===== src/rtl/bus_demux1_4_reg.sv =====
// Registered 1-to-4 bus distributor: one valid/ready input word is steered by in_sel
// into one of four single-entry holding registers, each with its own valid/ready output.
module bus_demux1_4_reg #(
  parameter int WIDTH = 64
) (
  input  logic                  clk,
  input  logic                  reset,
  input  logic                  in_valid,
  output logic                  in_ready,
  input  logic [1:0]            in_sel,
  input  logic [WIDTH-1:0]      in_data,
  output logic [3:0]            out_valid,
  input  logic [3:0]            out_ready,
  output logic [3:0][WIDTH-1:0] out_data,
  output logic [2:0]            pending
);

  // Handshake: a word moves on any cycle where valid and ready are both high at the
  // rising edge; a producer holding valid keeps its data stable until it is taken.

  logic [3:0] load;
  logic [3:0] drain;
  logic [3:0] valid_nxt;
  logic [2:0] pending_nxt;

  function automatic logic [2:0] popcount4(input logic [3:0] v);
    popcount4 = {2'b00, v[0]} + {2'b00, v[1]} + {2'b00, v[2]} + {2'b00, v[3]};
  endfunction

  // Only the selected channel can stall the input; a full channel that is draining
  // this cycle can be refilled without a bubble.
  always_comb begin
    in_ready    = reset & (~out_valid[in_sel] | out_ready[in_sel]);
    load        = 4'b0000;
    if (in_valid && in_ready) load = 4'b0001 << in_sel;
    drain       = out_valid & out_ready;
    valid_nxt   = (out_valid & ~drain) | load;
    pending_nxt = popcount4(valid_nxt);
  end

  always_ff @(posedge clk) begin
    if (!reset) begin
      out_valid <= 4'b0000;
      out_data  <= '0;
      pending   <= 3'd0;
    end else begin
      out_valid <= valid_nxt;
      pending   <= pending_nxt;
      for (int i = 0; i < 4; i++) begin
        if (load[i]) out_data[i] <= in_data;
      end
    end
  end

endmodule

===== config.mk =====
export PLATFORM = sky130hd
export DESIGN_NAME = bus_demux1_4_reg
export DESIGN_NICKNAME = d
export VERILOG_FILES = /design/src/rtl/bus_demux1_4_reg.sv
export SDC_FILE = /design/constraint.sdc
export NUM_CORES = 1
export LEC_CHECK = 0
export CAP_MARGIN = 20
export CORE_ASPECT_RATIO = 0.5
export CORE_MARGIN = 5
export CORE_UTILIZATION = 45
export CTS_BUF_LIST = sky130_fd_sc_hd__clkbuf_16
export DETAILED_ROUTE_END_ITERATION = 7
export GPL_TIMING_DRIVEN = 0
export PLACE_DENSITY_LB_ADDON = 0.2
export SETUP_SLACK_MARGIN = 0.02
export SLEW_MARGIN = 20
export SYNTH_ARGS = -nofsm -noshare
export SYNTH_HDL_FRONTEND = slang
export SYNTH_SLANG_ARGS = --single-unit
export TNS_END_PERCENT = 5

===== constraint.sdc =====
create_clock -name clk -period 4.3 [get_ports clk]
set_clock_uncertainty 0.2 [all_clocks]
set_input_delay 1.29 -clock clk [delete_from_list [all_inputs] [get_ports clk]]
set_output_delay 1.29 -clock clk [all_outputs]
set_load 0.02 [all_outputs]

# Word level (Yosys, flattened, before mapping)
# Index checks and enable logic that the tools add are counted.
[totals]
register_bits = 263
input_bits = 73
output_inout_bits = 264
wordCells = 24
[classes]
add_sub_neg = 3
n_lt_le_gt_ge = 1
n_shift = 1
muxes = 5
bitwise = 7
n_reduce_logical = 1
[ops]
columns = ["cell", "count"]
rows = [
  ["4-bit bitwise AND", 2],
  ["1-bit binary-select mux with 2-bit select", 2],
  ["4-bit two-way mux", 1],
  ["4-bit inverter", 1],
  ["4-bit OR", 1],
  ["1-bit by 2-bit << shifter with 4-bit output (first input constant)", 1],
  ["2-bit by 1-bit adder with 3-bit output", 1],
  ["3-bit by 1-bit adder with 3-bit output", 1],
  ["2-bit by 3-bit less-than comparator with 1-bit output (second input constant)", 1],
  ["1-bit by 1-bit adder with 2-bit output", 1],
  ["1-bit two-way mux", 2],
  ["1-bit bitwise AND", 1],
  ["1-bit logical AND", 1],
  ["1-bit inverter", 1],
  ["1-bit OR", 1],
]

# Logic depth before layout (Yosys ltp)
# Gate-level depths: netlist (run 1).
[logic_depth]
depth_word = 11
mapped_depth = 11
mapped_depth_nobuf = 8

# Worst setup path after synthesis (run 1)
# No wires, ideal clock.
[synth_path]
path_kind = "in2out"
start = "in in_sel[1]"
end = "out in_ready"
arrival_ps = 2329
required_time_ps = 2810
slack_ps = 481
stages = 3
n_path_buf = 1
path_cell_list = "clkbuf_1 -> mux4_2 -> and2_1"
[synth_via]
elab_chain_len = 5
elab_cells_between_ends = 7
classes_between = "4 x mux; 3 x bitwise"
[synth_rtl]
columns = ["item", "line_no", "source"]
rows = [
  ["from (decl)", "10", "input logic [1:0] in_sel,"],
  ["1-bit binary-select mux with 2-bit select", "33", "in_ready = reset & (~out_valid[in_sel] | out_ready[in_sel]);"],
  ["1-bit two-way mux (implied by the code)", "33", ""],
  ["1-bit inverter", "33", ""],
  ["1-bit OR (*)", "33", ""],
  ["1-bit bitwise AND (*)", "33", ""],
  ["to (decl)", "9", "output logic in_ready,"],
]
# Every way passes the cells marked *; elsewhere a longest branch is shown, timed or not. The select of a mux whose other input is x is not followed.

# Final worst setup path (run 1)
[layout_path]
start = "in out_ready[3]"
end = "out in_ready"
[layout_via]
elab_chain_len = 4
[layout_rtl]
columns = ["item", "line_no", "source"]
rows = [
  ["from (decl)", "13", "input logic [3:0] out_ready,"],
  ["1-bit binary-select mux with 2-bit select", "33", ""],
  ["1-bit two-way mux (implied by the code)", "33", ""],
  ["1-bit OR", "33", ""],
  ["1-bit bitwise AND", "33", ""],
]
# No other way between the ends. The select of a mux whose other input is x is not followed.

==> results of run 1 <==
==> power by group <==
group | total (uW) | switching [uW] | leakage [uW] | internal (uW)
Combinational | 491 | 273 | 0.00289 | 219
Sequential | 2520 | 30.6 | 0.00213 | 2490
Clock | 1930 | 897 | 0.000347 | 1030
==> state kept, by name, summed over array words and instances (netlist names) <==
name	flops
pending	3
out_data	256
out_valid	4
==> worst max-delay path by stage <==
stage | start | end | slack (ps) | cells after the start
floorplan | in_sel[1] | in_ready | 480 | 3
finish | out_ready[3] | in_ready | 110 | 5
global placement | reset | in_ready | -490 | 5
detailed placement | reset | in_ready | -490 | 5
CTS | out_ready[3] | in_ready | 100 | 5
global route | out_ready[3] | in_ready | 70 | 5
==> through the flow <==
stage          cell area, um2  total power [uW]  setup slack (ps)
3_5_place_dp            13300              3070              -491
2_1_floorplan            9650              2810               481
3_3_place_gp            13300              3060              -488
5_1_grt                 14000              5120              73.6
4_1_cts                 14000              4970               105
6_report                14000              4940               106
==> Yosys cell counts, types with 3 or more instances <==
| library cell | instances | share of area, % |
|---|---|---|
| nand2_1 | 323 | 13 |
| dfxtp_1 | 263 | 55 |
| mux2i_1 | 256 | 27 |
| clkbuf_1 | 32 | 1.2 |
| buf_4 | 14 | 1.1 |
| buf_2 | 10 | 0.52 |
| and2_1 | 5 | 0.32 |
| buf_1 | 5 | 0.19 |
| buf_6 | 5 | 0.58 |
| nand2b_1 | 4 | 0.26 |
| a21boi_0 | 3 | 0.23 |
==> worst reg2reg max path, cell delays in order (launching register included) <==
cell and delay [ps]:
dfxtp_1 330, nor2b_1 170, nor4_2 200, buf_4 290, buf_4 270, nor2_1 90, fa_1 540, inv_1 40
ha_1 190, ha_1 260, and2_1 150
==> area by class of cell <==
type | count | area share (%)
tap | 273 | 2.44
sequential | 263 | 37.6
clock inverter | 17 | 0.697
clock buffer | 23 | 4.11
inverter | 2 | 0.0536
buffer | 66 | 2.51
timing repair buffer | 334 | 23.8
multi-input combinational | 609 | 28.7
==> logic make-up after synthesis <==
family / count (synthesis) / synth area share [%]
buf+inv: 68 / 3.71
flops: 263 / 54.6
compound gates: 5 / 0.363
mux: 257 / 26.8
fa+ha+maj: 3 / 0.467
simple gates: 344 / 14.1
==> metal layers <==
| layer | vias up | global-route usage, % | part of all wire, % |
|---|---|---|---|
| li1 | 3813 | - | - |
| met1 | 3885 | 29.4 | 42 |
| met2 | 217 | 41.7 | 49 |
| met3 | 53 | 5.22 | 6.0 |
| met4 | 0 | 6.23 | 2.6 |
| met5 | - | 0 | 0 |
==> impl_metrics.yaml, run 1 <==
power:
  power.density_nw_per_um2: 353
  irDropWorstVdd_mv: 0.267
  p_leak_uw: 0.00536
clocking:
  cts_tree: "built"
  ctsLongestPathBuffers: 3
  cts_sinks: 263
  cts_max_level: 1
  clk_latency_ps: 510
  cts_inserted_buffers: 23
  cts_root_buf: "clkbuf_16"
  clkTransAtPathRegs_ps: 70
  cts_hold_buffers: 0
  ctsResizeCount: 6
  post_cts_buffers: 0
sta:
  finalMaxSlewViolations: 0
  tightest_slew_ps: 719
  hold_slack_ps: 257
  setup_violations: 0
  timing.final.crit_share_pct: 97.5
  relSlewSlack_pct: 52.0
  hold_viol: 0
  min_period_ps: 4190
  rsz0062_at_grt: "false"
  fmax_ghz: 0.238
  setup_tns_ps: 0
place:
  port_buffers: 334
  dp_hpwl_mm: 22.7
  gp_congestion: 0.830
  post-place-cells: 1547
global_route:
  grt_max_degree: 16
  grt_usage_pct: 23.5
  gr-total-overflow: 0
  grt_pass1_vias: 8350
  grt_pass1_wl_mm: 46.8
  grt_antenna_before_repair: 0
critical_path:
  r2r_start: "out_valid[0]"
  r2r_slack_ps: 1470
  worstPathMaxFanout: 4
  cp_top_family: "buffers and inverters"
  path_cells: "clkdlybuf4s50_1, nand2b_1, mux4_2, and2_1, buf_2"
  cp.arrival_ps: 2700
  slowest_delay_ps: 480
  path_buf_inv: 2
  path_class: "input port to output pin"
  crit_required_ps: 2810
  cp_slowest_cell: "mux4_2"
  startpoint_type: "input port"
  r2r_cells: 10
  rr_endpoint: "pending[1]"
  crit_path_end_kind: "output pin"
job:
  max_cap_viol_count: 0
finish:
  nFillCells: 1605
  final_layout_size_suffix_gt1_share_pct: 4.72
  multi_input_area_um2: 4020
  finish.utilization_pct: 67.4
  layout_commonest_cell: "clkdlybuf4s50_1"
  regArea_um2: 5270
  layout.nets: 1375
  antennaDiodeCount: 0
  instances_no_fill: 1587
  syn_to_final_growth_pct: 45.1
  layout_common_cells: "clkdlybuf4s50_1 (333), nand2_1 (323), dfxtp_1 (263)"
run_status:
  outcome: "finished, final reports clean"
synthesis:
  synthesis.area_um2: 9650
  yosysWarnings: 0
  ys_ff_latch: 263
  synthCells: 940
  avgSynthCellArea_um2: 10.3
  ys_seq_area_share_pct: 54.6
  synth_edf_count: 0
  ys.flop_type: "dfxtp_1"
  syn_nets: 1016
  synth_cell_types: 26
  synth-async-reset-ratio_pct: 0
detailed_routing:
  firstDrtPassIters: 4
  drt_iter0_markers: 382
  via_count: 7968
  wl_mm: 30.5
  antenna_left: 0
  wire_per_inst_um: 19.2
  drcViolationCount: 0
  via_per_inst: 5.02
worst_hold_path:
  min_path_type: "flop to flop"
  whs_endpoint: "out_data[44]"
  hp-start: "out_data[44]"
  min_path_cells: 2
floorplan:
  start_util_pct: 46.4
  pin_count: 337
  dieArea_um2: 24600
  fp.dieH_um: 114
  die_x_um: 217
  row_count: 37
  core_um2: 20800
(Power assumes the default switching activity.)
==> run 2: changes to the inputs <==
--- a/config.mk
+++ b/config.mk
@@ -7,7 +7,6 @@
 export LEC_CHECK = 0
 export CAP_MARGIN = 20
 export CORE_ASPECT_RATIO = 0.5
-export CORE_MARGIN = 5
 export CORE_UTILIZATION = 45
 export CTS_BUF_LIST = sky130_fd_sc_hd__clkbuf_16
 export DETAILED_ROUTE_END_ITERATION = 7
==> run 2 against run 1 <==
  * Cell count decreased by 0.38%
  * Clock-buffer cell count stayed put
  * Sequential share of layout area is essentially flat
  * Via count decreased by 1.7%
  * Total power rose by 1.1%
  * Flip-flop and latch count stayed put
  * Global-route usage is 2.4 points higher
  * Clock power grew 3%
  * Register-to-register slack hardly changed
  * Maximum frequency is 0.86% higher
  * Largest power group unchanged
==> impl_metrics.yaml, run 2 (same netlist as run 1, synthesis figures left out) <==
run_status:
  outcome: "finished, final reports clean"
sta:
  fmax_ghz: 0.240
  tightest_slew_ps: 764
  setup_violations: 0
  rsz0062_at_grt: "false"
  timing.final.crit_share_pct: 96.7
  hold_viol: 0
  min_period_ps: 4160
  relSlewSlack_pct: 49.1
  finalMaxSlewViolations: 0
finish:
  syn_to_final_growth_pct: 45.1
  antennaDiodeCount: 0
  largest_register_ffs: 256
  reg.largest.list: "out_data x256, out_valid x4, pending x3"
  instances_no_fill: 1581
  final_layout_size_suffix_gt1_share_pct: 4.66
  layout_commonest_cell: "clkdlybuf4s50_1"
  nFillCells: 1661
  layout.nets: 1374
  top_register: "out_data"
  layout_common_cells: "clkdlybuf4s50_1 (333), nand2_1 (323), dfxtp_1 (263)"
power:
  p_sw_uw: 1200
  p_leak_uw: 0.00536
  p_int_uw: 3790
  pwr-share-clk_pct: 39.7
  irDropWorstVdd_mv: 0.197
  power.density_nw_per_um2: 356
  power_frac_comb_pct: 9.8
  p_sw_share_pct: 24.1
  total_power_uw: 4990
  p_seq_share_pct: 50.5
clocking:
  cts_inserted_buffers: 23
  ctsLongestPathBuffers: 3
  cts_tree: "built"
  clk_latency_ps: 520
  cts_hold_buffers: 0
  clkTransAtPathRegs_ps: 60
  post_cts_buffers: 0
  cts_root_buf: "clkbuf_16"
  cts_sinks: 263
  cts_max_level: 1
global_route:
  grt_util_met1_pct: 32.9
  gr-total-overflow: 0
  use_met2_pct: 43.7
  grt_pass1_vias: 8030
  grt_busiest_layer: "met2"
  grtUsageMet3_pct: 6.97
  grt_antenna_before_repair: 0
  grt_usage_pct: 25.9
  grt_pass1_wl_mm: 44.8
  grt_max_degree: 20
place:
  dp_hpwl_mm: 21.5
  post-place-cells: 1547
  port_buffers: 334
  gp_congestion: 0.821
floorplan:
  start_util_pct: 46.4
  core_um2: 20800
  dieArea_um2: 22100
  pin_count: 337
  fp.dieH_um: 106
  die_x_um: 209
  row_count: 37
detailed_routing:
  drcViolationCount: 0
  firstDrtPassIters: 4
  via_per_inst: 4.96
  drt_iter0_markers: 454
  antenna_left: 0
  via_count: 7836
  wl_mm: 29.2
  wire_per_inst_um: 18.5
critical_path:
  crit_path_end_kind: "output pin"
  cp.arrival_ps: 2670
  r2r_cells: 10
  crit_start: "out_ready[1]"
  cp_top_family: "buffers and inverters"
  worstPathMaxFanout: 2
  r2r_slack_ps: 1480
  crit_required_ps: 2810
  startpoint_type: "input port"
  path_class: "input port to output pin"
  cp_slowest_cell: "mux4_2"
  path_cells: "clkdlybuf4s50_1, nand2b_1, mux4_2, and2_1, buf_2"
  rr_endpoint: "pending[1]"
  path_buf_inv: 2
  slowest_delay_ps: 460
  r2r_start: "out_valid[1]"
  crit_end: "in_ready"
  path_depth: 5
job:
  max_cap_viol_count: 0
worst_hold_path:
  min_path_type: "flop to flop"
==> run 2: worst reg2reg max path, stage by stage, from the launching register on <==
cell	delay, ps
dfxtp_1	320
nor2b_1	150
nor3b_2	300
buf_4	320
buf_6	220
nor2_1	80
fa_1	480
inv_1	40
ha_1	190
ha_1	260
and2_1	150
==> run 2: what timing repair did <==
item	4_1_cts	5_1_grt
pin swaps	0	0
endpoints found under the setup margin	1	1
resized for setup	4	1
==> run 2: metrics by stage <==
stage	hold slack, ps	area [um2]	TNS [ps]	utilization (%)	worst slack, ps
after CTS	257	14000	0	67.4	41.7
after detailed placement	246	13300	-867	64.1	-540
after global placement	242	13300	-782	64.1	-523
after global routing	270	14000	0	67.3	93.8
final	256	14000	0	67.3	142
after floorplan	333	9650	0	-	481
==> run 2: worst min-delay path by stage <==
stage	startpoint	endpoint	slack [ps]	cells past startpoint
2_1_floorplan	out_data[0]	out_data[0]	330	2
3_3_place_gp	out_data[124]	out_data[124]	240	2
3_5_place_dp	out_data[196]	out_data[196]	250	2
4_1_cts	out_data[231]	out_data[231]	260	2
5_1_grt	out_data[124]	out_data[124]	270	2
6_report	out_data[1]	out_data[1]	260	2
==> run 2: power by group through the flow <==
stage / sequential, uW / clock, uW / combinational [uW]
finish: 2520 / 1980 / 488
CTS: 2520 / 2010 / 492
detailed placement: 2580 / 0 / 490
global placement: 2570 / 0 / 483
floorplan: 2640 / 0 / 174
global route: 2520 / 2110 / 518
==> run 2: routing by layer <==
| layer | share of wire [%] | wire length (um) | vias up |
|---|---|---|---|
| li1 | - | - | 3788 |
| met1 | 44 | 12800 | 3806 |
| met2 | 48 | 14000 | 197 |
| met3 | 6.0 | 1750 | 45 |
| met4 | 2.5 | 717 | 0 |
| met5 | 0 | 0 | - |
==> run 2: area by class of cell <==
type	count	area (um2)	share of cell area [%]
Sequential cell	263	5270	37.6
Multi-Input combinational cell	609	4020	28.7
Timing Repair Buffer	334	3340	23.8
Clock buffer	23	576	4.11
Buffer	65	348	2.48
Tap cell	273	342	2.44
Clock inverter	12	100	0.715
Inverter	2	7.51	0.0536
